[src/rtl/mcpu_ifetch.sv]
// MCPU instruction fetch: drives both ROM read ports, assembles opcode plus optional
// little-endian immediate, and hands each instruction to execute over valid/ready.
module mcpu_ifetch #(
  parameter int unsigned                   IROM_ADDR_BITS = 14,
  parameter int unsigned                   IMM_BYTES      = 4,
  parameter logic [IROM_ADDR_BITS-1:0]     RESET_PC       = '0
) (
  input  logic                      clk,
  input  logic                      reset,
  output logic [IROM_ADDR_BITS-1:0] irom_addr0,
  input  logic [7:0]                irom_out0,
  output logic [IROM_ADDR_BITS-1:0] irom_addr1,
  input  logic [7:0]                irom_out1,
  input  logic                      pc_load,
  input  logic [IROM_ADDR_BITS-1:0] pc_load_addr,
  output logic                      instr_valid,
  input  logic                      instr_ready,
  output logic [7:0]                instr_opcode,
  output logic                      instr_has_imm,
  output logic [31:0]               instr_imm,
  output logic [IROM_ADDR_BITS-1:0] instr_pc,
  output logic [IROM_ADDR_BITS-1:0] fetch_pc
);

  localparam int unsigned AW       = IROM_ADDR_BITS;
  localparam logic [2:0]  ImmBytes = 3'(IMM_BYTES);

  typedef enum logic [1:0] {StOp, StImm, StOut} state_e;

  state_e          state_q, state_d;
  logic [AW-1:0]   pc_q, pc_d;
  logic [2:0]      cnt_q, cnt_d;
  logic [7:0]      opcode_q, opcode_d;
  logic            has_imm_q, has_imm_d;
  logic [31:0]     imm_q, imm_d;
  logic [AW-1:0]   instr_pc_q, instr_pc_d;

  logic [AW-1:0]   pc_p1, pc_p2;
  logic            two_left;

  assign pc_p1    = pc_q + AW'(1);
  assign pc_p2    = pc_q + AW'(2);
  assign two_left = (ImmBytes - cnt_q) >= 3'd2;

  always_comb begin
    state_d    = state_q;
    pc_d       = pc_q;
    cnt_d      = cnt_q;
    opcode_d   = opcode_q;
    has_imm_d  = has_imm_q;
    imm_d      = imm_q;
    instr_pc_d = instr_pc_q;

    unique case (state_q)
      StOp: begin
        opcode_d   = irom_out0;
        has_imm_d  = irom_out0[7];
        instr_pc_d = pc_q;
        imm_d      = '0;
        if (!irom_out0[7]) begin
          pc_d    = pc_p1;
          cnt_d   = 3'd0;
          state_d = StOut;
        end else begin
          imm_d[7:0] = irom_out1;
          pc_d       = pc_p2;
          cnt_d      = 3'd1;
          state_d    = (ImmBytes == 3'd1) ? StOut : StImm;
        end
      end
      StImm: begin
        // Port 0 fills byte[cnt]; port 1 fills byte[cnt+1] when the immediate has room.
        for (int unsigned b = 0; b < 4; b++) begin
          if (cnt_q == 3'(b)) imm_d[8*b +: 8] = irom_out0;
          if (two_left && (cnt_q + 3'd1 == 3'(b))) imm_d[8*b +: 8] = irom_out1;
        end
        if (two_left) begin
          pc_d  = pc_p2;
          cnt_d = cnt_q + 3'd2;
        end else begin
          pc_d  = pc_p1;
          cnt_d = cnt_q + 3'd1;
        end
        if (cnt_d == ImmBytes) state_d = StOut;
      end
      StOut: begin
        if (instr_ready) begin
          state_d = StOp;
          cnt_d   = 3'd0;
        end
      end
      default: state_d = StOp;
    endcase

    // Redirect discards any partial instruction but leaves the output registers alone.
    if (pc_load) begin
      pc_d       = pc_load_addr;
      state_d    = StOp;
      cnt_d      = 3'd0;
      opcode_d   = opcode_q;
      has_imm_d  = has_imm_q;
      imm_d      = imm_q;
      instr_pc_d = instr_pc_q;
    end
  end

  always_ff @(posedge clk) begin
    if (reset) begin
      state_q    <= StOp;
      pc_q       <= RESET_PC;
      cnt_q      <= 3'd0;
      opcode_q   <= 8'h00;
      has_imm_q  <= 1'b0;
      imm_q      <= 32'h0;
      instr_pc_q <= '0;
    end else begin
      state_q    <= state_d;
      pc_q       <= pc_d;
      cnt_q      <= cnt_d;
      opcode_q   <= opcode_d;
      has_imm_q  <= has_imm_d;
      imm_q      <= imm_d;
      instr_pc_q <= instr_pc_d;
    end
  end

  assign irom_addr0    = pc_q;
  assign irom_addr1    = pc_p1;
  assign instr_valid   = (state_q == StOut);
  assign instr_opcode  = opcode_q;
  assign instr_has_imm = has_imm_q;
  assign instr_imm     = imm_q;
  assign instr_pc      = instr_pc_q;
  assign fetch_pc      = pc_q;

endmodule
[config.mk]
export PLATFORM = sky130hd
export DESIGN_NAME = mcpu_ifetch
export DESIGN_NICKNAME = d
export VERILOG_FILES = /design/src/rtl/mcpu_ifetch.sv
export SDC_FILE = /design/constraint.sdc
export NUM_CORES = 1
export LEC_CHECK = 0
export CAP_MARGIN = 20
export CORE_MARGIN = 2
export CORE_UTILIZATION = 30
export CTS_CLUSTER_SIZE = 12
export DETAILED_ROUTE_END_ITERATION = 6
export GPL_ROUTABILITY_DRIVEN = 0
export SLEW_MARGIN = 20
export SYNTH_ARGS = -nofsm -noshare
export SYNTH_HDL_FRONTEND = slang
export SYNTH_SLANG_ARGS = --single-unit
[constraint.sdc]
create_clock -name clk -period 3.02 [get_ports clk]
set_input_delay 0.604 -clock clk [delete_from_list [all_inputs] [get_ports clk]]
set_output_delay 0.604 -clock clk [all_outputs]
set_load 0.01 [all_outputs]
==> flow_metrics.env, run 1 <==
export IMPL_post_cts_buffers=0
export IMPL_start_util=0.307
export IMPL_power_density_nw_per_um2=450
export IMPL_synth_distinct_cells=59
export IMPL_via_per_inst=5.35
export IMPL_finalMaxSlewViolations=0
export IMPL_wire_per_inst_um=17.4
export IMPL_slew_headroom=0.491
export IMPL_cts_inserted_buffers=9
export IMPL_clockRootBuffer="clkbuf_16"
export IMPL_worst_slack_ns=0.125
export IMPL_syn_cell_area_um2=4260
export IMPL_skew_ns=0.00711
export IMPL_yosys_top_cells_area="dfxtp_1 34%, nand2_1 7.8%, a21oi_1 6.7%, ha_1 4.4%, a31oi_1 3.2%"
export IMPL_wirelength_um=14700
export IMPL_drtPass1Iterations=5
export IMPL_cap_violations=0
export IMPL_holdBufCountCts=0
export IMPL_cts_num_sinks=73
export IMPL_clk_latency_ns=0.34
export IMPL_required_ns=2.42
export IMPL_path_cells="buf_4, ha_2, and3_4, nand3_2, nor2_1, xor2_1, clkdlybuf4s50_1"
export IMPL_hp_class="flop to flop"
export IMPL_path_buf_inv=2
export IMPL_rsz0062_at_grt="true"
export IMPL_whs_ns=0.452
export IMPL_arrival_ns=2.29
export IMPL_cts_tree="done"
export IMPL_tightest_slew_ns=0.759
export IMPL_h_tree_depth=3
export IMPL_synth_top_area_share=0.343
export IMPL_top_level_ports=132
export IMPL_syn_num_nets=597
export IMPL_power_mw=2.72
export IMPL_hold_viol=0
export IMPL_dp_hpwl_um=10700
export IMPL_grt_max_degree=59
export IMPL_grt_antenna_before_repair=0
export IMPL_layout_nets=707
export IMPL_ys_ff_latch=73
export IMPL_crit_path_max_fanout=8
export IMPL_dp_cells=827
export IMPL_yosys_area_top_type="dfxtp_1"
export IMPL_outcome="completed"
export IMPL_num_rows=43
export IMPL_final_cells=843
export IMPL_port_buffers=131
export IMPL_cts_buffer_depth=2
export IMPL_setup_viol=0
export IMPL_drtIter0Drc=451
export IMPL_vias=4511
export IMPL_critPathKind="flop to primary output"
export IMPL_synth_edf_count=0
export IMPL_p_leak_nw=2.27
export IMPL_fin_crit_sh=0.959
export IMPL_synthArstFlopShare=0
export IMPL_grt_pass1_vias=4210
export IMPL_core_area_um2=13900
export IMPL_preCtsSetupSlack_ns=0.288
export IMPL_grt_use_total=0.192
export IMPL_synthFlopType="dfxtp_1"
export IMPL_cp_end_kind="primary output"
export IMPL_grt_pass1_wl_um=22500
export IMPL_worstHoldStart="instr_imm[13]$_SDFFE_PP0P_"
export IMPL_die_area_um2=15200
export IMPL_drive_gt1_frac=0.0920
export IMPL_fp_dieW_um=123
export IMPL_path_delay_family="buffers and inverters"
export IMPL_ir_drop_mv=0.212
export IMPL_syn_area_per_cell_um2=7.78
export IMPL_drc=0
export IMPL_min_period_ns=2.90
export IMPL_clk_pin_slew_ns=0.06
export IMPL_drtAntennaViolNets=0
export IMPL_grt_ovfl_total=0
export IMPL_yosys_warnings=0
export IMPL_fp_dieH_um=123
export IMPL_ys_seq_area_frac=0.343
export IMPL_area_delta_synth_final_pct=42.0
export IMPL_antenna_cells=0
export IMPL_setup_worst_path_start_class="flop"
export IMPL_rr_startpoint="cnt_q[1]$_SDFFE_PP0P_"
export IMPL_max_stage_delay_ns=0.55
export IMPL_clock_fmax_mhz=345
export IMPL_critPathLaunch="fetch_pc[1]$_SDFFE_PP0P_"
export IMPL_postSynthCellCount=548
export IMPL_worst_path_max_delay_cell="clkdlybuf4s50_1"
-- path summary, 6_finish.rpt --
path	slack, ns	depth (start not counted)	end
min	0.45	2	instr_imm[13]$_SDFFE_PP0P_
max	0.12	7	irom_addr1[10]
min reg2reg	0.45	2	instr_imm[13]$_SDFFE_PP0P_
max reg2reg	0.22	7	instr_imm[3]$_SDFFE_PP0P_
-- Yosys cell counts, types with 2 or more instances --
cell type / number
a211o_1: 5
xnor2_1: 6
nor3_1: 4
dfxtp_1: 73
a311oi_1: 4
o31ai_1: 9
mux2i_1: 8
nor2_1: 27
nand4_1: 6
and4_1: 14
buf_4: 15
nand4b_1: 2
or3_1: 3
clkbuf_1: 35
nand2_1: 88
a31oi_1: 22
o21bai_1: 2
nor2b_1: 5
buf_2: 4
o32ai_1: 10
or4_1: 2
xor2_1: 8
or3b_1: 2
ha_1: 15
buf_1: 3
o41ai_1: 3
nand3_1: 7
a2111oi_0: 6
a21o_1: 2
a2111oi_1: 3
o21ai_0: 26
a21oi_1: 57
a211oi_1: 4
inv_1: 29
and3_1: 10
or2_2: 4
o211ai_1: 3
-- layer usage --
layer / vias up / part of all wire / global-route usage
met4: 0 / 0.015 / 0.0547
met2: 180 / 0.48 / 0.321
met1: 2125 / 0.43 / 0.243
li1: 2186 / - / -
met5: - / 0 / 0
met3: 20 / 0.067 / 0.0503
-- layout by cell type (no fill, tap or decap), types with 4 or more instances in the layout --
cell and count:
a211oi_1 4, or2_2 4, nor2b_1 5, buf_4 26, a31oi_1 22, nand2_1 88
xor2_1 8, a2111oi_0 6, xnor2_1 5, nand4_1 6, nand3_1 6, a311oi_1 4
mux2i_1 8, o32ai_1 10, and4_1 14, and3_1 9, clkdlybuf4s50_1 127, a21oi_1 57
nor2_1 26, dfxtp_1 70, ha_1 13, a211o_1 5, nor3_1 4, inv_1 29
clkbuf_16 9, o31ai_1 9, o21ai_0 26
-- repair_timing --
item | in CTS | in global routing
cloned | 0 | 0
endpoints found under the setup margin | 2 | 5
resized for setup | 6 | 6
pin swaps | 0 | 0
-- worst reg2reg max path, stage by stage (launching register included) --
cell     delay, ns
dfxtp_1       0.42
inv_1         0.15
ha_1          0.21
ha_1          0.30
or3b_1        0.59
nand3_1       0.19
a31oi_1       0.59
a31oi_1       0.19
-- through the flow --
stage	setup TNS, ns	cell area, µm²	utilization
4_1_cts	0	6030	0.435
3_3_place_gp	0	5710	0.411
2_1_floorplan	0	4260	-
3_5_place_dp	0	5710	0.411
6_report	0	6050	0.436
5_1_grt	-0.0235	6050	0.436
-- kinds of logic (layout without fill, tap and decap cells) --
kind of cell | Yosys count | after routing | synth area share
and+or+nand+nor | 181 | 181 | 0.213
AOI/OAI and AO/OA | 169 | 169 | 0.257
buffers and inverters | 87 | 202 | 0.0928
DFF | 73 | 73 | 0.343
adders and majority gates | 15 | 15 | 0.0440
xor gates and xnor gates | 14 | 14 | 0.0288
muxes | 9 | 9 | 0.0214
-- power breakdown --
group | total (mW) | internal [mW] | switching [mW]
clock | 1.11 | 0.707 | 0.402
combinational | 0.569 | 0.269 | 0.300
sequential | 1.05 | 1.01 | 0.0378
total | 2.72 | 1.98 | 0.740
-- cell type report --
cell class | count | area (µm²)
clock buffers | 14 | 274
clock inverters | 2 | 35.0
fillers | 1412 | 7830
inverters | 29 | 109
multi-input cells | 388 | 2430
flip-flops and latches | 73 | 1470
well taps | 180 | 225
repair buffers | 157 | 1510
-- state kept, by name, indices dropped and copies added, names as in the netlist --
name and flops:
instr_imm 32, cnt_q 3, instr_pc 14, instr_opcode 8, fetch_pc 14, state_q 2
No activity file was read; power rests on OpenSTA's default activity.
==> inputs of run 2 (changes only) <==
- CORE_UTILIZATION: 30 -> 47
- GPL_ROUTABILITY_DRIVEN: 0 -> 1
- PLACE_DENSITY: unset -> 0.8
==> run 2 against run 1 <==
Routed wire length is 7.4% lower. Setup slack better by 0.028 ns. Critical path type unchanged. Clock power decreased by 31%. Via count rose by 2.6%. Combinational power decreased by 1%. Largest cell class unchanged. Clock-buffer cell count is 4 lower. Sequential share of layout area is 0.89 points higher. First-iteration DRC count fell by 39%.
==> flow_metrics.env, run 2 (same netlist as run 1, synthesis figures left out) <==
export IMPL_path_buf_inv=2
export IMPL_antenna_cells=0
export IMPL_grt_pass1_wl_um=21900
export IMPL_grt_antenna_before_repair=0
export IMPL_dp_cells=754
export IMPL_placed_area_um2=5610
export IMPL_drtIter0Drc=277
export IMPL_cap_violations=0
export IMPL_fin_crit_sh=0.950
export IMPL_hp_class="flop to flop"
export IMPL_ir_drop_mv=0.214
export IMPL_rr_startpoint="cnt_q[1]$_SDFFE_PP0P_"
export IMPL_wire_per_inst_um=17.6
export IMPL_clk_pin_slew_ns=0.08
export IMPL_fin_util=0.667
export IMPL_power_frac_seq=0.440
export IMPL_path_delay_family="buffers and inverters"
export IMPL_clk_latency_ns=0.34
export IMPL_setup_worst_path_start_class="flop"
export IMPL_dp_hpwl_um=10000
export IMPL_fp_dieW_um=99.2
export IMPL_p_int_mw=1.66
export IMPL_cp_end_kind="primary output"
export IMPL_core_area_um2=8760
export IMPL_min_period_ns=2.87
export IMPL_hold_viol=0
export IMPL_h_tree_depth=3
export IMPL_drtAntennaViolNets=0
export IMPL_holdPathEnd="instr_imm[30]$_SDFFE_PP0P_"
export IMPL_wirelength_um=13600
export IMPL_r2r_end="fetch_pc[8]$_SDFFE_PP0P_"
export IMPL_worst_slack_ns=0.152
export IMPL_grt_use_total=0.275
export IMPL_slew_headroom=0.526
export IMPL_routabilityCongestion=0.927
export IMPL_critPathLaunch="fetch_pc[1]$_SDFFE_PP0P_"
export IMPL_clockRootBuffer="clkbuf_8"
export IMPL_rr_worst_depth=7
export IMPL_preCtsSetupSlack_ns=0.311
export IMPL_finalMaxSlewViolations=0
export IMPL_vias=4629
export IMPL_combPwrFrac=0.237
export IMPL_rrSetupSlack_ns=0.36
export IMPL_grt_pass1_vias=4305
export IMPL_swShare=0.300
export IMPL_skew_ns=0.00745
export IMPL_tns_ns=0
export IMPL_grt_ovfl_total=0
export IMPL_die_area_um2=9840
export IMPL_crit_path_max_fanout=8
export IMPL_layout_nets=706
export IMPL_port_buffers=131
export IMPL_worstHoldStart="instr_imm[30]$_SDFFE_PP0P_"
export IMPL_fillers=727
export IMPL_outcome="completed"
export IMPL_tightest_slew_ns=0.705
export IMPL_drc=0
export IMPL_path_cells="buf_4, ha_2, and3_4, nand3_2, nor2_1, xor2_1, clkdlybuf4s50_1"
export IMPL_holdBufCountCts=0
export IMPL_final_cell_mix="128 x clkdlybuf4s50_1, 88 x nand2_1, 69 x dfxtp_1, 57 x a21oi_1, 29 x inv_1"
export IMPL_worst_path_max_delay_cell="clkdlybuf4s50_1"
export IMPL_start_util=0.486
export IMPL_final_cells=770
export IMPL_setup_viol=0
export IMPL_power_mw=2.37
export IMPL_drive_gt1_frac=0.0952
export IMPL_via_per_inst=6.01
export IMPL_cts_inserted_buffers=9
export IMPL_drtPass1Iterations=5
export IMPL_fp_dieH_um=99.2
export IMPL_max_stage_delay_ns=0.55
export IMPL_cts_num_sinks=73
export IMPL_p_leak_nw=2.20
export IMPL_hold_depth=2
export IMPL_area_delta_synth_final_pct=37.1
export IMPL_clock_fmax_mhz=349
export IMPL_power_density_nw_per_um2=406
export IMPL_cts_tree="done"
export IMPL_final_area_um2=5840
export IMPL_switchingPower_mw=0.712
export IMPL_mostFrequentLayoutCell="clkdlybuf4s50_1"
export IMPL_arrival_ns=2.26
export IMPL_top_level_ports=132
export IMPL_critPathKind="flop to primary output"
export IMPL_largest_reg_flops=32
export IMPL_clockPowerShare=0.323
export IMPL_post_cts_buffers=0
export IMPL_required_ns=2.42
export IMPL_cts_buffer_depth=2
export IMPL_whs_ns=0.453
export IMPL_grt_max_degree=59
export IMPL_num_rows=34
==> run 2: cell count changes in the layout (fill, tap and decap cells not counted), sizes merged <==
cell	change
clkinv	+1
buf	-1
clkbuf	-4
clkdlybuf4s50	+1
dlymetal6s2s	-1
inv	+1
clkinvlp	+2
==> run 2: area by class of cell <==
class	instances	area (µm²)	share of cell area
sequential	73	1470	0.251
multi-input combinational	388	2440	0.417
timing repair buffer	156	1500	0.257
tap	108	135	0.0231
inverter	29	109	0.0186
clock buffer	10	128	0.0218
clock inverter	6	67.6	0.0116
==> run 2: worst max path at each step <==
stage / to / slack, ns / depth (start not counted)
2_1_floorplan: irom_addr1[13] / 0.54 / 5
3_3_place_gp: irom_addr1[13] / 0.39 / 5
3_5_place_dp: irom_addr1[13] / 0.31 / 5
4_1_cts: irom_addr1[13] / 0.02 / 6
5_1_grt: irom_addr1[8] / -0.01 / 7
6_report: irom_addr1[8] / 0.15 / 7
==> run 2: what timing repair did <==
item | CTS | global route
endpoints found under the setup margin | 1 | 7
resized for setup | 6 | 7
pin swaps | 0 | 0
==> run 2: power by group through the flow <==
| stage | clock [mW] | combinational, mW | sequential, mW |
|---|---|---|---|
| global placement | 0 | 0.547 | 1.06 |
| finish | 0.767 | 0.561 | 1.04 |
| global route | 0.822 | 0.604 | 1.05 |
| detailed placement | 0 | 0.554 | 1.06 |
| floorplan | 0 | 0.266 | 1.08 |
| CTS | 0.778 | 0.557 | 1.04 |
==> run 2: routing by layer <==
layer / up-vias / wire length [µm] / global-route usage
met3: 29 / 1100 / 0.0429
met2: 265 / 6630 / 0.472
met1: 2154 / 5490 / 0.346
met5: - / 0 / 0
met4: 0 / 363 / 0.110
li1: 2181 / - / -
==> run 2: worst register-to-register path, stage by stage (launching register included) <==
cell	delay, ns
dfxtp_1	0.47
inv_1	0.17
ha_1	0.21
ha_1	0.30
nor4bb_4	0.17
or4b_4	0.60
a211o_1	0.31
a2111oi_1	0.32
